$ cat config.mk
export PLATFORM = sky130hd
export DESIGN_NAME = bram_rd_streamer
export DESIGN_NICKNAME = d
export VERILOG_FILES = /design/src/rtl/bram_rd_streamer.sv
export SDC_FILE = /design/constraint.sdc
export NUM_CORES = 1
export LEC_CHECK = 0
export BUFFER_PORTS_ARGS = -buffer_cell sky130_fd_sc_hd__buf_2
export CORE_MARGIN = 2
export CORE_UTILIZATION = 39
export DETAILED_ROUTE_END_ITERATION = 7
export PLACE_DENSITY_LB_ADDON = 0.15
export SLEW_MARGIN = 20
export SYNTH_ARGS = -nofsm -noshare
export SYNTH_HDL_FRONTEND = slang
export SYNTH_SLANG_ARGS = --single-unit
$ cat constraint.sdc
create_clock -name clk -period 6.9 [get_ports clk]
set_input_delay 0 -clock clk [delete_from_list [all_inputs] [get_ports clk]]
set_output_delay 0 -clock clk [all_outputs]
set_load 0.01 [all_outputs]
$ cat src/rtl/bram_rd_streamer.sv
// bram_rd_streamer: walks one BRAM read port over a word range and
// turns its fixed read latency into a valid/ready stream.
module bram_rd_streamer #(
  parameter  int WIDTH        = 128,
  parameter  int DEPTH        = 2048,
  parameter  int READ_LATENCY = 2,
  parameter  int LEN_W        = 12,
  parameter  int FIFO_DEPTH   = 4,
  localparam int ADDR_W       = $clog2(DEPTH)
) (
  input  logic               clk,
  input  logic               rstn,
  input  logic               start_i,
  input  logic [ADDR_W-1:0]  base_addr_i,
  input  logic [LEN_W-1:0]   len_i,
  input  logic               abort_i,
  output logic               busy_o,
  output logic               done_o,
  output logic [ADDR_W-1:0]  bram_addr_o,
  output logic               bram_en_o,
  output logic [WIDTH/8-1:0] bram_we_o,
  output logic               bram_oreg_en_o,
  output logic               bram_rst_o,
  input  logic [WIDTH-1:0]   bram_dout_i,
  output logic [WIDTH-1:0]   m_data_o,
  output logic               m_valid_o,
  input  logic               m_ready_i,
  output logic               m_last_o
);

  localparam int IW = $clog2(READ_LATENCY + 1);
  localparam int CW = $clog2(FIFO_DEPTH + 1);
  localparam int PW = (FIFO_DEPTH > 1) ? $clog2(FIFO_DEPTH) : 1;
  localparam int OW = ((IW > CW) ? IW : CW) + 1;

  typedef enum logic [1:0] {
    IDLE,
    RUN,
    DRAIN,
    ABORT
  } state_t;

  state_t             state_q;
  logic [ADDR_W-1:0]  addr_q;
  logic [LEN_W-1:0]   rem_q;
  logic [IW-1:0]      inf_q;
  logic [READ_LATENCY-1:0] pv_q;
  logic [READ_LATENCY-1:0] pl_q;

  logic [WIDTH-1:0]   fd_q [FIFO_DEPTH];
  logic [FIFO_DEPTH-1:0] fl_q;
  logic [PW-1:0]      wr_q;
  logic [PW-1:0]      rd_q;
  logic [CW-1:0]      cnt_q;

  logic               pop;
  logic               ret;
  logic               push;
  logic               abort_go;
  logic               issue;
  logic               issue_last;
  logic [OW-1:0]      occ;

  function automatic logic [PW-1:0] ptr_inc(input logic [PW-1:0] p);
    return (p == PW'(FIFO_DEPTH - 1)) ? '0 : p + 1'b1;
  endfunction

  assign bram_we_o      = '0;
  assign bram_oreg_en_o = 1'b1;
  assign bram_rst_o     = 1'b0;

  assign m_valid_o = (cnt_q != '0);
  assign m_data_o  = fd_q[rd_q];
  assign m_last_o  = m_valid_o & fl_q[rd_q];

  // Credit check and issue decision; a beat popped this cycle frees its slot.
  always_comb begin
    pop        = m_valid_o & m_ready_i;
    ret        = pv_q[READ_LATENCY-1];
    abort_go   = abort_i & ((state_q == RUN) | (state_q == DRAIN));
    push       = ret & (state_q != ABORT) & ~abort_go;
    occ        = OW'(inf_q) + OW'(cnt_q) - OW'(pop);
    issue      = (state_q == RUN) & ~abort_i & (occ < OW'(FIFO_DEPTH));
    issue_last = issue & (rem_q == LEN_W'(1));
  end

  assign bram_en_o   = issue;
  assign bram_addr_o = addr_q;

  // Valid/last tags travelling alongside the BRAM read latency.
  always_ff @(posedge clk or negedge rstn) begin
    if (!rstn) begin
      pv_q  <= '0;
      pl_q  <= '0;
      inf_q <= '0;
    end else begin
      pv_q[0] <= issue;
      pl_q[0] <= issue_last;
      for (int i = 1; i < READ_LATENCY; i++) begin
        pv_q[i] <= pv_q[i-1];
        pl_q[i] <= pl_q[i-1];
      end
      inf_q <= inf_q + IW'(issue) - IW'(ret);
    end
  end

  // Output skid FIFO; an abort drops every word not yet accepted.
  always_ff @(posedge clk or negedge rstn) begin
    if (!rstn) begin
      for (int i = 0; i < FIFO_DEPTH; i++) begin
        fd_q[i] <= '0;
      end
      fl_q  <= '0;
      wr_q  <= '0;
      rd_q  <= '0;
      cnt_q <= '0;
    end else if (abort_go) begin
      wr_q  <= '0;
      rd_q  <= '0;
      cnt_q <= '0;
    end else begin
      if (push) begin
        fd_q[wr_q] <= bram_dout_i;
        fl_q[wr_q] <= pl_q[READ_LATENCY-1];
        wr_q       <= ptr_inc(wr_q);
      end
      if (pop) begin
        rd_q <= ptr_inc(rd_q);
      end
      cnt_q <= cnt_q + CW'(push) - CW'(pop);
    end
  end

  // Transfer control: address walk, remaining count, busy/done.
  always_ff @(posedge clk or negedge rstn) begin
    if (!rstn) begin
      state_q <= IDLE;
      addr_q  <= '0;
      rem_q   <= '0;
      busy_o  <= 1'b0;
      done_o  <= 1'b0;
    end else begin
      done_o <= 1'b0;
      unique case (state_q)
        IDLE: begin
          if (start_i) begin
            if (len_i == '0) begin
              done_o <= 1'b1;
            end else begin
              state_q <= RUN;
              busy_o  <= 1'b1;
              addr_q  <= base_addr_i;
              rem_q   <= len_i;
            end
          end
        end
        RUN: begin
          if (abort_i) begin
            state_q <= ABORT;
          end else if (issue) begin
            addr_q <= (addr_q == ADDR_W'(DEPTH - 1)) ? '0 : addr_q + 1'b1;
            rem_q  <= rem_q - 1'b1;
            if (issue_last) begin
              state_q <= DRAIN;
            end
          end
        end
        DRAIN: begin
          if (abort_i) begin
            state_q <= ABORT;
          end else if (inf_q == '0 &&
                       (cnt_q == '0 || (cnt_q == CW'(1) && pop))) begin
            state_q <= IDLE;
            busy_o  <= 1'b0;
            done_o  <= 1'b1;
          end
        end
        ABORT: begin
          if (inf_q == '0) begin
            state_q <= IDLE;
            busy_o  <= 1'b0;
            done_o  <= 1'b1;
          end
        end
        default: state_q <= IDLE;
      endcase
    end
  end

  // The credit rule must keep a push from landing on a full FIFO.
  a_no_overflow: assert property (
    @(posedge clk) disable iff (!rstn)
    !(push && !pop && cnt_q == CW'(FIFO_DEPTH))
  );

endmodule

==> implementation parameters <==
Parameter                              Value

Yosys
  Cell type with the largest total area after synthesis ... dfrtp_1
  Post-synth top flop ... dfrtp_1
  Sequential cell area fraction in the yosys report ... 0.557
  Most frequently used cell type in the post-synthesis netlist ... dfrtp_1
  Compound-cell area share of the yosys netlist ... 0.0241
  Synth Area per Inst ... 15.8 um^2
  Leading post-synthesis cells by instance count ... dfrtp_1 (556), mux2_1 (516), mux4_2 (129), buf_2 (63), inv_1 (27)
  Number of synthesized flops with an enable pin ... 0
  Simple logic cell fraction of the synthesized area ... 0.0261
  Area share of the largest cell type after synthesis ... 0.557
  Multiplexer area fraction after synthesis ... 0.351
  Post-synth design cell area ... 25000 um^2
  Warnings, synthesis ... 0
  Cell variety after synth ... 71
  Dominant combinational cell family by area after synthesis ... multiplexers
  Gate count of the mapped netlist ... 1577
  XOR/XNOR share of the synthesized area ... 0.00140
  Arithmetic-cell share of the synthesized area counting full adders, half adders and majority gates ... 0.0113
  Top cells by area, synth ... dfrtp_1 (56%), mux2_1 (23%), mux4_2 (12%)
  Synth async-reset ratio ... 1.00
  FF+latch count, synth ... 556

Final layout
  Filler Cell Count ... 5472
  Share of the core filled with cells in the final layout ... 0.490
  Area of the multi-input gates ... 10400 um^2
  Final design instance area without fill ... 31000 um^2
  Total Nets Final ... 2198
  Share of cells above drive strength 1 ... 0.275
  Reg area ... 13900 um^2
  Layout overhead on the synthesized area ... 24.0%

Die
  Rows ... 92
  Initial core utilization ... 0.395
  Die W ... 257 um
  Height of the chip ... 257 um
  I/O pin count ... 318
  Core area ... 63200 um^2
  Total Die Area ... 66100 um^2

CTS
  Cts hold-fix bufs ... 158
  Clk pin slew, worst setup/hold paths ... 0.06 ns
  Worst-skew pair later-pin latency ... 0.61 ns
  Number of gates resized after CTS ... 0
  Post-CTS setup repair buffer count ... 0
  Total number of clock tree sinks ... 556
  Clock root buffer ... clkbuf_16
  Clock tree buffer depth ... 3
  CTS buffer count ... 66
  Clock tree from TritonCTS ... done
  H-Tree Level Count ... 3

Place
  Port buffer count ... 299
  Routability-driven placement congestion ratio ... 0.764
  HPWL reported at the end of detailed placement ... 36300 um
  Area after detailed placement ... 27200 um^2

Timing
  Endpoints failing hold ... 0
  RSZ-0062 raised after global routing ... no
  Final worst clock skew ... 0.0192 ns
  Post-Route Hold Slack ... 0.00750 ns
  Final period util ... 0.577
  Measured slew at the worst slew-check pin ... 1.05 ns
  Highest Clock Rate ... 251 MHz
  Final-report setup violation count ... 0
  Total Negative Setup Slacks ... 0 ns
  Final max-slew violation count ... 0
  Crit path time final ... 3.98 ns
  Max-slew headroom at the worst pin ... 0.301

Run
  Max-capacitance violation count ... 0

Power and ir drop
  Leak pwr ... 15.4 nW
  Fraction of power consumed by sequential logic ... 0.397
  Pwr Density ... 374 nW/um^2
  Switching part of the total ... 0.316
  Internal power of the cells ... 7.93 mW
  Psw ... 3.67 mW
  Maximum ir drop on the vdd rail ... 0.203 mV
  Share of power burned in the clock network ... 0.298
  Comb power frac ... 0.305

Critical path
  Worst Path Required ... 7.43 ns
  Element type at the critical path start ... flip-flop
  Critical Path Sink Type ... flip-flop
  Reg2reg end ... bram_addr_o[4]
  Setup slack, reg-to-reg ... 2.92 ns
  Max FO, Critical Path ... 12
  Class of the most critical setup path ... flip-flop to flip-flop
  Arrival time at the worst endpoint ... 4.51 ns
  R2R depth ... 12
  R2R Path Start ... cnt_q[2]

Routing
  Number of vias after detailed routing ... 15100
  Detailed Route WL ... 58800 um
  Number of search-and-repair iterations in the first detailed-routing pass ... 4
  Remaining DRCs ... 0
  Avg Vias per Cell ... 5.18
  Final antenna-violating net count ... 0
  Per-cell routed wire length ... 20.2 um
  Iteration-0 DRC Markers ... 655

Run status
  Outcome ... complete, no violations

GRT
  Initial antenna violation count ... 5
  Overall overflow remaining after global route ... 0
  Total routing usage reported by global routing ... 0.182
  Number of global-route vias before repair ... 16700
  First-pass GRT wire length ... 95200 um
  Pin count of the biggest net entering global routing ... 177

Min path
  Classification of the worst-slack hold path ... input pin to async pin
[power groups by stage]
stage | combinational [mW] | sequential (mW) | clock (mW)
6_report | 3.53 | 4.61 | 3.46
5_1_grt | 3.87 | 4.72 | 3.71
4_1_cts | 3.61 | 4.61 | 3.57
3_5_place_dp | 3.52 | 4.67 | 0
3_3_place_gp | 3.45 | 4.63 | 0
2_1_floorplan | 2.50 | 4.43 | 0
[how the worst max path moves through the flow]
stage	to	from	cells past startpoint	slack (ns)
after global routing	bram_addr_o[4]	cnt_q[2]	12	2.66
after detailed placement	rem_q[6]	cnt_q[2]	11	3.31
after CTS	bram_addr_o[4]	cnt_q[2]	12	2.91
after global placement	fd_q[80]	state_q[1]	7	3.36
after floorplan	bram_addr_o[0]	cnt_q[2]	13	3.68
final	bram_addr_o[4]	cnt_q[2]	12	2.92
[per-stage QoR]
stage | setup slack, ns | total power, mW | std cells
4_1_cts | 2.91 | 11.8 | 2915
2_1_floorplan | 3.68 | 6.93 | 1593
3_3_place_gp | 3.36 | 8.08 | 2639
5_1_grt | 2.66 | 12.3 | 2917
3_5_place_dp | 3.31 | 8.18 | 2639
6_report | 2.92 | 11.6 | 2917
[kinds of logic (layout without fill, tap and decap cells)]
| logic type | Yosys count | after routing |
|---|---|---|
| AO/OA/AOI/OAI | 84 | 84 |
| XOR/XNOR | 4 | 4 |
| adder cells (fa/ha/maj) | 22 | 22 |
| buffers and inverters | 143 | 620 |
| flip-flops | 556 | 556 |
| multiplexers | 650 | 650 |
| other | 2 | 19 |
| AND/OR/NAND/NOR | 116 | 116 |
[worst max-delay path, stage by stage (launching register included)]
cell	delay, ns
dfrtp_1	0.47
or3_1	0.45
nand2_1	0.18
inv_1	0.09
ha_1	0.19
inv_1	0.06
ha_1	0.22
and3b_4	0.20
or4_1	0.49
nand3_1	0.43
nand2_1	0.36
o21ai_1	0.21
dlygate4sd3_1	0.57
[flip-flops by register name (all words and copies together) (netlist names)]
signal / count
bram_addr_o: 11
busy_o: 1
cnt_q: 3
done_o: 1
fd_q: 512
fl_q: 4
inf_q: 2
pl_q: 2
pv_q: 2
rd_q: 2
rem_q: 12
state_q: 2
wr_q: 2
[area by class of cell]
| type | count | share of cell area |
|---|---|---|
| flip-flops and latches | 556 | 0.449 |
| clock inverters | 23 | 0.00921 |
| repair buffers | 474 | 0.106 |
| well taps | 846 | 0.0342 |
| clock buffers | 95 | 0.0613 |
| diodes | 1 | 0.0000808 |
| inverters | 28 | 0.00339 |
| multi-input cells | 894 | 0.337 |
[cells in the final DEF, fill, tap and decap left out, types with 17 or more instances in the layout]
master         netlist  layout
a21oi_1             17      17
buf_2               63     298
nand2_1             21      17
dlygate4sd3_1        0     158
clkbuf_16            0      66
nor2_1              22      22
ha_1                21      21
inv_1               27      27
conb_1               2      18
mux4_2             129     129
dfrtp_1            556     554
mux2_1             516     516
[routing by layer]
metal	vias up	wire (um)	track usage
met2	301	28900	0.303
met1	7956	25900	0.243
met5	-	32	0
met4	6	1510	0.0581
met3	107	2430	0.0338
li1	6727	-	-
Power figures use the tool's default switching activity.
